<file path="src/rtl/multi_score_counter.sv">
// N-player BCD score counter: each increment/clear button is synchronised, debounced and
// edge-detected on its own, then drives that player's score.
module multi_score_counter #(
    parameter int NUM_PLAYERS    = 2,
    parameter int NUM_DIGITS     = 1,
    parameter int DEBOUNCE_LIMIT = 250000,
    parameter int WRAP_EN        = 1
) (
    input  logic                              i_Clk,
    input  logic                              i_Reset,
    input  logic [NUM_PLAYERS-1:0]            i_Inc,
    input  logic [NUM_PLAYERS-1:0]            i_Clr,
    output logic [NUM_PLAYERS*NUM_DIGITS*4-1:0] o_Score,
    output logic [NUM_PLAYERS-1:0]            o_At_Max,
    output logic [NUM_PLAYERS-1:0]            o_Wrap
);

    localparam int NUM_IN = 2 * NUM_PLAYERS;
    localparam int CNT_W  = $clog2(DEBOUNCE_LIMIT);
    localparam int SW     = NUM_DIGITS * 4;
    localparam logic [CNT_W-1:0] CNT_LAST = CNT_W'(DEBOUNCE_LIMIT - 1);

    // Input bits: increments in the low half, clears in the high half.
    logic [NUM_IN-1:0] raw;
    logic [NUM_IN-1:0] sync1;
    logic [NUM_IN-1:0] sync2;
    logic [NUM_IN-1:0] deb;
    logic [NUM_IN-1:0] hist;
    logic [NUM_IN-1:0] press_q;
    logic [CNT_W-1:0]  cnt [NUM_IN];

    logic [NUM_PLAYERS-1:0] inc_ev;
    logic [NUM_PLAYERS-1:0] clr_ev;

    logic [SW-1:0]          score [NUM_PLAYERS];
    logic [NUM_PLAYERS-1:0] wrap_q;

    assign raw    = {i_Clr, i_Inc};
    assign inc_ev = press_q[NUM_PLAYERS-1:0];
    assign clr_ev = press_q[NUM_IN-1:NUM_PLAYERS];

    function automatic logic [SW-1:0] bcd_inc(input logic [SW-1:0] v);
        logic [SW-1:0] r;
        logic          carry;
        r     = v;
        carry = 1'b1;
        for (int d = 0; d < NUM_DIGITS; d++) begin
            if (carry) begin
                if (v[d*4 +: 4] == 4'd9) begin
                    r[d*4 +: 4] = 4'd0;
                end else begin
                    r[d*4 +: 4] = v[d*4 +: 4] + 4'd1;
                    carry       = 1'b0;
                end
            end
        end
        return r;
    endfunction

    function automatic logic is_max(input logic [SW-1:0] v);
        logic m;
        m = 1'b1;
        for (int d = 0; d < NUM_DIGITS; d++) begin
            if (v[d*4 +: 4] != 4'd9) m = 1'b0;
        end
        return m;
    endfunction

    // Press pulse is registered so a score update lands LIMIT+3 edges after the raw edge.
    always_ff @(posedge i_Clk) begin
        if (i_Reset) begin
            sync1   <= '0;
            sync2   <= '0;
            deb     <= '0;
            hist    <= '0;
            press_q <= '0;
            for (int i = 0; i < NUM_IN; i++) cnt[i] <= '0;
        end else begin
            sync1   <= raw;
            sync2   <= sync1;
            hist    <= deb;
            press_q <= deb & ~hist;
            for (int i = 0; i < NUM_IN; i++) begin
                if (sync2[i] != deb[i]) begin
                    if (cnt[i] == CNT_LAST) begin
                        deb[i] <= sync2[i];
                        cnt[i] <= '0;
                    end else begin
                        cnt[i] <= cnt[i] + 1'b1;
                    end
                end else begin
                    cnt[i] <= '0;
                end
            end
        end
    end

    always_ff @(posedge i_Clk) begin
        if (i_Reset) begin
            wrap_q <= '0;
            for (int p = 0; p < NUM_PLAYERS; p++) score[p] <= '0;
        end else begin
            for (int p = 0; p < NUM_PLAYERS; p++) begin
                wrap_q[p] <= 1'b0;
                if (clr_ev[p]) begin
                    score[p] <= '0;
                end else if (inc_ev[p]) begin
                    if (is_max(score[p])) begin
                        if (WRAP_EN != 0) begin
                            score[p]  <= '0;
                            wrap_q[p] <= 1'b1;
                        end
                    end else begin
                        score[p] <= bcd_inc(score[p]);
                    end
                end
            end
        end
    end

    genvar gp;
    generate
        for (gp = 0; gp < NUM_PLAYERS; gp++) begin : g_out
            assign o_Score[gp*SW +: SW] = score[gp];
            assign o_At_Max[gp]         = is_max(score[gp]);
        end
    endgenerate

    assign o_Wrap = wrap_q;

endmodule

</file>
<file path="config.mk">
export PLATFORM = sky130hd
export DESIGN_NAME = multi_score_counter
export DESIGN_NICKNAME = d
export VERILOG_FILES = /design/src/rtl/multi_score_counter.sv
export SDC_FILE = /design/constraint.sdc
export NUM_CORES = 1
export LEC_CHECK = 0
export CORE_MARGIN = 2
export CORE_UTILIZATION = 50
export DETAILED_ROUTE_END_ITERATION = 10
export GPL_TIMING_DRIVEN = 0
export PLACE_DENSITY = 0.75
export SLEW_MARGIN = 20
export SYNTH_ARGS = -nofsm -noshare
export SYNTH_HDL_FRONTEND = slang
export SYNTH_SLANG_ARGS = --single-unit
</file>
<file path="constraint.sdc">
create_clock -name i_Clk -period 2.7 [get_ports i_Clk]
set_input_delay 0.54 -clock i_Clk [delete_from_list [all_inputs] [get_ports i_Clk]]
set_output_delay 0.54 -clock i_Clk [all_outputs]
set_load 0.02 [all_outputs]
</file>
# Word level (Yosys, flattened, before mapping)
# Memories as Yosys holds them, arrays and structs flattened.
# Cells that the tools add are included.
# W data, S select, Z words.
# op_classes
n_eq_ne	12
addsub	6
n_mux	108
reduce_logical	4
n_bitwise	20
# ops
op	count
$mux W18	12
$mux W1	80
$add A18 B1 Y18 const B	4
$eq A18 B18 Y1 const B	4
$mux W4	16
$or A1 B1 Y1	18
$add A4 B1 Y4 const B	2
$eq A4 B4 Y1 const B	2
$ne A4 B4 Y1 const B	2
$reduce_and A2 Y1	4
$and A4 B4 Y4	1
$ne A1 B1 Y1	4
$not A4 Y4	1
# word_totals
out_inout_bits	12
word_cells	161
reg_bits	22
n_memories	2
ramBits	80
in_bits	6
# mem_list
name	depth	width	rd	rd_ports_with_merged_regs	write_ports	line	rtl
cnt	4	18	4	0	4	30	logic [CNT_W-1:0] cnt [NUM_IN];
score	2	4	2	0	2	35	logic [SW-1:0] score [NUM_PLAYERS];

# Depth between registers and ports, before layout
# depth
depth_word	12
mapped_depth	6
depth_no_buf	5

# Worst setup path after synthesis
# Ideal clock, no wire load.
# synth_timing
path_kind	flip-flop to flip-flop
from	mem cnt[1][9] (netlist bit)
to	mem cnt[1][9] (netlist bit) (data pin)
synth_period_minus_slack_ns	1.961
setup_ns	0.254
t_arrival_ns	1.706
n_path_buf	2
path_slack_ns	0.739
stages_incl_launch_ff	7
required_ns	2.446
cell_sequence	edfxtp_1 buf_2 nor4b_1 nand2_1 o41ai_4 buf_4 nor2_1
# synth_rtl
element	line
start: declaration	30

==> metrics.cfg <==
[outcome]
status = completed

[sta]
whs_ns = 0.387
worst_slew_pin_slew_ns = 0.634
period_needed_ns = 2.42
setup_viol_count_final = 0
max_freq_mhz = 414
maxSlewViolCount = 0
finalSetupTns_ns = 0
rsz0062_at_grt = false
final.period_utilization = 0.895
hold_viol_final = 0
maxSlewHeadroom = 0.573
fin_worst_skew_ns = 0.00890

[yosys]
synth_seq_area_share = 0.552
synth_area_leaders = edfxtp_1 47%, dfxtp_1 8.6%, nor2_1 6.6%
avgSynthCellArea_sq_um = 10.7
synthSimpleGateAreaFrac = 0.245
synthAdderAreaFrac = 0.0194
post-synth-top-area-fraction = 0.467
synth_xor_area_frac = 0.102
synth-async-reset-ratio = 0
synth_top_family_by_area = simple AND/OR/NAND/NOR gates
yosys_register_bits = 102
synth_warnings = 0
synthCells = 482
synth_compound_area_frac = 0.0459
synth.most_common_cell = nor2_1
syn-cell-area_sq_mm = 0.00515
yosys-top-cells-count = 90 x nor2_1, 80 x edfxtp_1, 35 x xnor2_1
synth_edf_count = 80
yosysTopAreaCell = edfxtp_1
synth_cell_type_count = 39
synth_ff_type = edfxtp_1
synthMuxAreaShare = 0.00778

[route]
wl_per_cell_um = 12.3
remaining_drc_errors = 0
avgViaCountPerCell = 5.08
wirelength_mm = 8.85
antenna_left = 0
first_iter_violations = 112
first_pass_iters = 4
num_vias = 3668

[setup_path]
required_ns = 2.16
start_kind = flip-flop
end_kind = output port
crit_arrival_ns = 1.88
criticalPathCategory = reg -> out
path_max_fanout = 4

[power]
power.leakage_nw = 2.08
power_density_mw_per_mm2 = 506
peakVddDrop_mv = 0.301
power_mw = 3.03

[place]
gp_congestion = 0.802
dpl_cell_area_sq_mm = 0.00576
hpwlAfterDp_mm = 6.35
port_buffers = 17

[die]
ios = 18
dieWidth_um = 105
num_rows = 37
dieArea_sq_mm = 0.0111
initial_utilization = 0.508
core_area_sq_mm = 0.0101
die_h_um = 105

[hold_path]
hp-class = reg -> reg

[global_route]
grt_usage = 0.171
grt_pass1_vias = 3584
antenna_found_initial = 0
grt_pass1_wl_mm = 15.5
grt.overflow.total = 0
grt_max_degree = 16

[clock_tree]
postCtsSetupRepairBufs = 0
cts_buffers = 9
cts_htree_levels = 3
cts_hold_buf = 0
clock-sinks = 102
postCtsResizedCells = 0
clk_pin_slew_ns = 0.09
cts_tree = yes
clockRootBuffer = clkbuf_8
cts_buffer_depth = 2
clk-insertion-delay-late_ns = 0.36

[flow_run]
cap_violations = 0

[final_layout]
fin_nets = 595
diodes = 0
stdcell_area_sq_mm = 0.00599
area_growth_pct = 16.3
layout-drive-gt1-share = 0.0495

==> metrics by stage <==
step | utilization | setup slack, ns | instances
after floorplan | - | 0.739 | 553
after global placement | 0.568 | 0.426 | 706
after detailed placement | 0.568 | 0.369 | 706
after CTS | 0.591 | 0.248 | 722
after global routing | 0.591 | 0.161 | 722
final | 0.591 | 0.282 | 722
==> flip-flops by register name, summed over array words and instances, names as in the netlist <==
name and count:
cnt 72, deb 4, hist 4, o_Wrap 2, press_q 4, score 8, sync1 4, sync2 4
==> worst paths after layout <==
check | slack (ns) | from | to | cells past startpoint
min | 0.39 | hist[2] | press_q[2] | 1
min reg2reg | 0.39 | hist[2] | press_q[2] | 1
max | 0.28 | score[0][1] | o_At_Max[0] | 5
max reg2reg | 0.37 | cnt[0][0] | cnt[0][8] | 6
==> cells in the final DEF, fill, tap and decap left out, types with 6 or more instances in the layout <==
cell	Yosys	layout
nor2_1	90	90
edfxtp_1	80	80
conb_1	1	72
xnor2_1	35	35
nand3_1	27	27
nand2_1	25	25
xor2_1	25	25
dfxtp_1	22	22
nand4_1	21	21
inv_1	19	19
clkdlybuf4s50_1	0	17
nor4_1	16	16
nor3_1	12	12
clkbuf_1	9	11
a21oi_1	11	11
clkbuf_8	0	11
nor2b_1	8	8
ha_1	8	8
and4_1	7	7
nand2b_1	7	7
o21ai_0	6	6
and3_1	6	6
==> logic make-up (layout without fill, tap and decap cells) <==
family / after synthesis / count (layout)
compound gates: 29 / 29
xor+xnor: 60 / 60
fa+ha+maj: 8 / 8
buf+inv: 34 / 67
flops: 102 / 102
mux: 4 / 4
other cells: 1 / 72
simple gates: 244 / 244
==> where the power goes <==
part           total (mW)  internal [mW]  switching [mW]
Combinational       0.157         0.0663          0.0907
Clock                1.07          0.557           0.512
Sequential           1.80           1.75          0.0575
==> metal layers <==
layer,up-vias,part of all wire,GRT usage
met5,-,0,0
met4,0,0.018,0.0810
li1,1862,-,-
met3,10,0.028,0.0229
met1,1742,0.45,0.212
met2,54,0.50,0.295
==> worst max-delay path, stage by stage, from the launching register on <==
cell and delay, ns:
edfxtp_1 0.44, inv_1 0.08, ha_1 0.15, nand2_1 0.07, nor2_1 0.15, clkdlybuf4s50_1 0.63
==> layout make-up <==
| type | instances | area, sq um |
|---|---|---|
| buffer | 15 | 68.8 |
| timing repair buffer | 17 | 170 |
| multi-input combinational | 417 | 2430 |
| fill | 878 | 4150 |
| sequential | 102 | 2840 |
| clock buffer | 16 | 234 |
| tap | 136 | 170 |
| inverter | 19 | 71.3 |
No activity file was read; power rests on OpenSTA's default activity.
